File: src/rtl/exec_sequencer_if.sv
// Handshake/bus bundle between the multicycle control sequencer and its datapath.
// Latency: none (wires only). Backpressure: memory stalls are carried by mem_ready.
// Ports: sequencing controls, IR opcode, memory handshake, ALU flag, datapath strobes/selects, status.
interface exec_sequencer_if #(
   parameter int CNT_W = 16
);
   logic             start;
   logic             halt;
   logic [5:0]       opcode;
   logic             mem_ready;
   logic             zero;
   logic             ir_write;
   logic             pc_write;
   logic             pc_write_cond;
   logic             mem_read;
   logic             mem_write;
   logic             reg_write;
   logic             alu_src;
   logic             regDst;
   logic             mem_to_reg;
   logic             jump;
   logic [2:0]       alu_op;
   logic             busy;
   logic             retire;
   logic             illegal;
   logic [CNT_W-1:0] retired_cnt;

   // The datapath/testbench drives the controls and observes the strobes.
   modport master (
      output start, halt, opcode, mem_ready, zero,
      input  ir_write, pc_write, pc_write_cond, mem_read, mem_write, reg_write,
      input  alu_src, regDst, mem_to_reg, jump, alu_op, busy, retire, illegal, retired_cnt
   );

   // The sequencer consumes the controls and produces the strobes.
   modport slave (
      input  start, halt, opcode, mem_ready, zero,
      output ir_write, pc_write, pc_write_cond, mem_read, mem_write, reg_write,
      output alu_src, regDst, mem_to_reg, jump, alu_op, busy, retire, illegal, retired_cnt
   );
endinterface

File: src/rtl/exec_sequencer.sv
// Multicycle control FSM (IDLE/FETCH/DECODE/EXECUTE/MEM/WB) with a retired-instruction counter.
// Latency: 3 cycles (beq/j), 4 cycles (R-type/addi/sw), 5 cycles (lw) per instruction with no stalls.
// Backpressure: FETCH and MEM hold their access strobes until mem_ready=1.
// Ports: clk, rst_n (async active-low); bus = exec_sequencer_if.slave.
module exec_sequencer #(
   parameter int CNT_W = 16
) (
   input  logic             clk,
   input  logic             rst_n,
   exec_sequencer_if.slave  bus
);

   typedef enum logic [2:0] {
      S_IDLE, S_FETCH, S_DECODE, S_EXECUTE, S_MEM, S_WB
   } state_t;

   localparam logic [5:0] OP_RTYPE = 6'b000000;
   localparam logic [5:0] OP_LW    = 6'b100011;
   localparam logic [5:0] OP_SW    = 6'b101011;
   localparam logic [5:0] OP_BEQ   = 6'b000100;
   localparam logic [5:0] OP_ADDI  = 6'b001000;
   localparam logic [5:0] OP_J     = 6'b000010;

   state_t           r_state;
   state_t           w_next;
   logic [5:0]       r_op;
   logic [CNT_W-1:0] r_cnt;

   logic       w_ir_write, w_pc_write, w_pc_write_cond, w_mem_read, w_mem_write, w_reg_write;
   logic       w_alu_src, w_reg_dst, w_mem_to_reg, w_jump, w_retire, w_illegal;
   logic [2:0] w_alu_op;
   logic       w_legal;

   always_comb begin
      w_legal = (bus.opcode == OP_RTYPE) || (bus.opcode == OP_LW)   ||
                (bus.opcode == OP_SW)    || (bus.opcode == OP_BEQ)  ||
                (bus.opcode == OP_ADDI)  || (bus.opcode == OP_J);
   end

   always_ff @(posedge clk or negedge rst_n) begin
      if (!rst_n) begin
         r_state <= S_IDLE;
         r_op    <= 6'd0;
         r_cnt   <= '0;
      end else begin
         r_state <= w_next;
         // The IR opcode is stable from DECODE onward, so capture it once here.
         if (r_state == S_DECODE) r_op <= bus.opcode;
         if (w_retire) r_cnt <= r_cnt + {{(CNT_W-1){1'b0}}, 1'b1};
      end
   end

   always_comb begin
      w_next          = r_state;
      w_ir_write      = 1'b0;
      w_pc_write      = 1'b0;
      w_pc_write_cond = 1'b0;
      w_mem_read      = 1'b0;
      w_mem_write     = 1'b0;
      w_reg_write     = 1'b0;
      w_alu_src       = 1'b0;
      w_reg_dst       = 1'b0;
      w_mem_to_reg    = 1'b0;
      w_jump          = 1'b0;
      w_alu_op        = 3'b000;
      w_retire        = 1'b0;
      w_illegal       = 1'b0;

      case (r_state)
         S_IDLE: begin
            if (bus.start) w_next = S_FETCH;
         end
         S_FETCH: begin
            w_mem_read = 1'b1;
            if (bus.mem_ready) begin
               w_ir_write = 1'b1;
               w_pc_write = 1'b1;
               w_next     = S_DECODE;
            end
         end
         S_DECODE: begin
            // op_q is not loaded yet, so legality is judged on the live opcode.
            if (w_legal) begin
               w_next = S_EXECUTE;
            end else begin
               w_illegal = 1'b1;
               w_next    = bus.halt ? S_IDLE : S_FETCH;
            end
         end
         S_EXECUTE: begin
            case (r_op)
               OP_RTYPE: begin
                  w_alu_op = 3'b010;
                  w_next   = S_WB;
               end
               OP_ADDI: begin
                  w_alu_src = 1'b1;
                  w_next    = S_WB;
               end
               OP_LW, OP_SW: begin
                  w_alu_src = 1'b1;
                  w_next    = S_MEM;
               end
               OP_BEQ: begin
                  w_alu_op        = 3'b001;
                  w_pc_write_cond = 1'b1;
                  w_pc_write      = bus.zero;
                  w_retire        = 1'b1;
               end
               OP_J: begin
                  w_jump     = 1'b1;
                  w_pc_write = 1'b1;
                  w_retire   = 1'b1;
               end
               default: w_next = S_IDLE;  // unreachable: only legal opcodes reach EXECUTE
            endcase
         end
         S_MEM: begin
            if (r_op == OP_LW) w_mem_read  = 1'b1;
            else               w_mem_write = 1'b1;
            if (bus.mem_ready) begin
               if (r_op == OP_LW) w_next   = S_WB;
               else               w_retire = 1'b1;
            end
         end
         S_WB: begin
            w_reg_write  = 1'b1;
            w_reg_dst    = (r_op == OP_RTYPE);
            w_mem_to_reg = (r_op == OP_LW);
            w_retire     = 1'b1;
         end
         default: w_next = S_IDLE;
      endcase

      // Every retire path shares the halt decision.
      if (w_retire) w_next = bus.halt ? S_IDLE : S_FETCH;
   end

   assign bus.ir_write      = w_ir_write;
   assign bus.pc_write      = w_pc_write;
   assign bus.pc_write_cond = w_pc_write_cond;
   assign bus.mem_read      = w_mem_read;
   assign bus.mem_write     = w_mem_write;
   assign bus.reg_write     = w_reg_write;
   assign bus.alu_src       = w_alu_src;
   assign bus.regDst        = w_reg_dst;
   assign bus.mem_to_reg    = w_mem_to_reg;
   assign bus.jump          = w_jump;
   assign bus.alu_op        = w_alu_op;
   assign bus.busy          = (r_state != S_IDLE);
   assign bus.retire        = w_retire;
   assign bus.illegal       = w_illegal;
   assign bus.retired_cnt   = r_cnt;

endmodule

File: src/flat_wrapper.sv
// flat-port wrapper written by rule: the top's interface ports become plain ports
module exec_sequencer_flat 
#(
   parameter int CNT_W = 16
)
  (clk, rst_n, bus_start, bus_halt, bus_opcode, bus_mem_ready, bus_zero, bus_ir_write, bus_pc_write, bus_pc_write_cond, bus_mem_read, bus_mem_write, bus_reg_write, bus_alu_src, bus_regDst, bus_mem_to_reg, bus_jump, bus_alu_op, bus_busy, bus_retire, bus_illegal, bus_retired_cnt);
  exec_sequencer_if #(.CNT_W(CNT_W)) bus_i ();
  input  logic clk;
  input  logic rst_n;
  input wire logic [$bits(bus_i.start)-1:0] bus_start;
  input wire logic [$bits(bus_i.halt)-1:0] bus_halt;
  input wire logic [$bits(bus_i.opcode)-1:0] bus_opcode;
  input wire logic [$bits(bus_i.mem_ready)-1:0] bus_mem_ready;
  input wire logic [$bits(bus_i.zero)-1:0] bus_zero;
  output wire logic [$bits(bus_i.ir_write)-1:0] bus_ir_write;
  output wire logic [$bits(bus_i.pc_write)-1:0] bus_pc_write;
  output wire logic [$bits(bus_i.pc_write_cond)-1:0] bus_pc_write_cond;
  output wire logic [$bits(bus_i.mem_read)-1:0] bus_mem_read;
  output wire logic [$bits(bus_i.mem_write)-1:0] bus_mem_write;
  output wire logic [$bits(bus_i.reg_write)-1:0] bus_reg_write;
  output wire logic [$bits(bus_i.alu_src)-1:0] bus_alu_src;
  output wire logic [$bits(bus_i.regDst)-1:0] bus_regDst;
  output wire logic [$bits(bus_i.mem_to_reg)-1:0] bus_mem_to_reg;
  output wire logic [$bits(bus_i.jump)-1:0] bus_jump;
  output wire logic [$bits(bus_i.alu_op)-1:0] bus_alu_op;
  output wire logic [$bits(bus_i.busy)-1:0] bus_busy;
  output wire logic [$bits(bus_i.retire)-1:0] bus_retire;
  output wire logic [$bits(bus_i.illegal)-1:0] bus_illegal;
  output wire logic [$bits(bus_i.retired_cnt)-1:0] bus_retired_cnt;
  assign bus_i.start = bus_start;
  assign bus_i.halt = bus_halt;
  assign bus_i.opcode = bus_opcode;
  assign bus_i.mem_ready = bus_mem_ready;
  assign bus_i.zero = bus_zero;
  assign bus_ir_write = bus_i.ir_write;
  assign bus_pc_write = bus_i.pc_write;
  assign bus_pc_write_cond = bus_i.pc_write_cond;
  assign bus_mem_read = bus_i.mem_read;
  assign bus_mem_write = bus_i.mem_write;
  assign bus_reg_write = bus_i.reg_write;
  assign bus_alu_src = bus_i.alu_src;
  assign bus_regDst = bus_i.regDst;
  assign bus_mem_to_reg = bus_i.mem_to_reg;
  assign bus_jump = bus_i.jump;
  assign bus_alu_op = bus_i.alu_op;
  assign bus_busy = bus_i.busy;
  assign bus_retire = bus_i.retire;
  assign bus_illegal = bus_i.illegal;
  assign bus_retired_cnt = bus_i.retired_cnt;
  exec_sequencer #(.CNT_W(CNT_W)) u_core (.clk(clk), .rst_n(rst_n), .bus(bus_i));
endmodule
File: config.mk
export PLATFORM = sky130hd
export DESIGN_NAME = exec_sequencer_flat
export DESIGN_NICKNAME = d
export VERILOG_FILES = /design/src/rtl/exec_sequencer_if.sv /design/src/rtl/exec_sequencer.sv /design/src/flat_wrapper.sv
export SDC_FILE = /design/constraint.sdc
export NUM_CORES = 1
export LEC_CHECK = 0
export CAP_MARGIN = 20
export CORE_MARGIN = 4
export CORE_UTILIZATION = 46
export DETAILED_ROUTE_END_ITERATION = 10
export GPL_TIMING_DRIVEN = 0
export PLACE_DENSITY = 0.76
export SYNTH_ARGS = -nofsm -noshare
export SYNTH_HDL_FRONTEND = slang
export SYNTH_SLANG_ARGS = --single-unit
File: constraint.sdc
create_clock -name clk -period 2.4 [get_ports clk]
set_clock_uncertainty 0.05 [all_clocks]
set_input_delay 0.24 -clock clk [delete_from_list [all_inputs] [get_ports clk]]
set_output_delay 0.24 -clock clk [all_outputs]
set_load 0.005 [all_outputs]
==> results.cfg <==
[timing]
worst_pin_slew_ns = 0.762
hold_ws_ns = 0.121
fin_crit_sh = 0.983
final-hold-violation-count = 0
clock.fmax_mhz = 424
setup_viol = 0
timing.final.ws_setup_ns = 0.0404
slew_viol_final = 0
fin_crit_ns = 2.36
slew_headroom = 0.490

[grt]
antenna_found_initial = 0
grt_usage = 0.184
grt_pass1_vias = 1297
grt_pass1_wl_mm = 5.87
grt_start_max_net_pins = 26
grt_remaining_overflow = 0

[route]
viasPerCell = 5.20
vias = 1322
drt_iter0_markers = 40
ant_nets = 0
drtPass1Iterations = 4
drc = 0
routed_wirelength_mm = 3.63
wl_per_cell_um = 14.3

[worst_setup_path]
crit_buf_inv = 2
path_cells = buf_4 > or3_4 > nor3_1 > clkdlybuf4s50_1
cp_top_family = buffers and inverters
crit_slowest_cell = clkdlybuf4s50_1
startpoint_type = flip-flop
cp.arrival_ns = 2.07
worstSetupPathType = reg -> out
critPathMaxStageDelay_ns = 0.54
critPathMaxFanout = 6
required_ns = 2.11
reg2reg_slack_ns = 0.12
critPathCaptureType = output port

[die]
core_area_um2 = 3030
fp.dieH_um = 64.0
dieArea_um2 = 4090
die_width_um = 64.0
io_pins = 44
start_util = 0.476
placementRows = 20

[yosys]
synth_nets = 167
yosysWarnings = 0
ys_seq_elements = 25
synth_flop_cell = dfrtp_1
avgSynthCellArea_um2 = 9.36
syn-cell-area_um2 = 1440
async_flop_share = 1.00
synth_most_common_cell = dfrtp_1
synth_top_area_share = 0.434
yosys-top-cells-count = 25 x dfrtp_1, 15 x nor3_1, 14 x nor2_1
synth_area_leaders = dfrtp_1 43%, xor2_1 5.5%, nor3_1 5.2%, mux2_2 4.7%, xnor2_1 4.3%
yosysSeqAreaShare = 0.434
yosysTopAreaCell = dfrtp_1
synth_edf_count = 0
ys_types = 38
synthesis.instances = 154

[worst_hold_path]
hp-class = in -> async

[cts]
cts_buffer_depth = 2
cts_made_buffers = 3
h-tree-depth = 1
clk_pin_slew_ns = 0.13
cts_tree = done
ctsRootBufferMaster = clkbuf_4
cts_num_sinks = 25
insertion_delay_ns = 0.31

[final_layout]
fin_util = 0.690
diodes = 0
fill_cells = 245
syn2layout_area_growth_pct = 45.0
final_nets = 224
drive_above_1_share = 0.210

[status]
status = completed

[placed_design]
gp_congestion = 0.855
dpl.hpwl_mm = 2.60
dp_slack_ns = -0.0637
portBuffers = 41

[power]
ir_drop_mv = 0.376
power_density_nw_per_um2 = 733
power_uw = 1530
cellLeakagePower_uw = 0.000933

[run]
drv_cap = 0
-- where the power goes --
group | internal, uW | switching, uW | leakage, uW
Combinational | 378 | 366 | 0.000611
Sequential | 510 | 96.1 | 0.000307
Clock | 65.0 | 117 | 0.0000150
-- cell families (layout without fill, tap and decap cells) --
group | count (synthesis) | after routing | synth area share
flip-flops | 25 | 25 | 0.434
AND/OR/NAND/NOR | 69 | 69 | 0.253
other | 1 | 1 | 0.00260
buffers and inverters | 14 | 70 | 0.0434
AO/OA/AOI/OAI | 20 | 20 | 0.101
XOR/XNOR | 16 | 16 | 0.0972
adder cells (fa/ha/maj) | 2 | 2 | 0.0156
multiplexers | 7 | 7 | 0.0538
-- metrics by stage --
| step | TNS (ns) | instance area (um2) | std cells |
|---|---|---|---|
| after floorplan | 0 | 1440 | 154 |
| after global routing | -0.0363 | 2090 | 254 |
| final | 0 | 2090 | 254 |
| after CTS | 0 | 2030 | 251 |
| after detailed placement | -0.124 | 1910 | 239 |
| after global placement | -0.0712 | 1910 | 239 |
-- what timing repair did --
action	in CTS	in global routing
pin swaps	6	3
setup endpoints to repair	9	6
gates resized for setup	21	7
hold buffers	0	0
setup buffers	8	2
-- registers in the layout, summed over array words and instances (netlist names) --
register / count
u_core.bus.retired_cnt: 16
u_core.r_op: 6
u_core.r_state: 3
-- cell type report --
class	instances	area [um2]	area share
buffer	7	41.3	0.0198
clock buffer	4	26.3	0.0126
inverter	7	26.3	0.0126
multi-input combinational	115	808	0.387
sequential	25	628	0.301
timing repair buffer	52	504	0.241
tap	44	55.1	0.0263
-- worst reg2reg max path: stages, from the launching register on --
cell	delay, ns
dfrtp_2	0.43
buf_4	0.16
or3_4	0.42
o2111a_1	0.24
a31oi_1	0.51
nor3_1	0.17
xor2_1	0.18
-- cell usage in the layout (no fill, tap or decap), drive strengths merged, types with 3 or more instances in the layout --
cell,n
a21oi,9
buf,15
clkbuf,8
clkdlybuf4s50,33
dfrtp,25
dlygate4sd2,5
inv,7
mux2,6
nand2,10
nand2b,5
nand3b,3
nand4,4
nor2,14
nor3,15
or3,6
xnor2,7
xor2,9
-- per-layer routing --
layer | global-route usage | share of wire
met1 | 0.221 | 0.45
met2 | 0.319 | 0.49
met3 | 0.0246 | 0.033
met4 | 0.0970 | 0.022
met5 | 0 | 0
-- path summary, 6_finish.rpt --
check	to	depth (start not counted)	from
min in group clk	u_core.r_state[2]	2	bus_mem_ready
worst min register to register	u_core.bus.retired_cnt[15]	1	u_core.bus.retired_cnt[15]
max in group asynchronous	u_core.r_op[3]	2	rst_n
worst max-delay path	bus_regDst	4	u_core.r_op[3]
worst min-delay path	u_core.bus.retired_cnt[1]	1	rst_n
worst max register to register	u_core.bus.retired_cnt[13]	6	u_core.r_op[3]
Power figures use the tool's default switching activity.
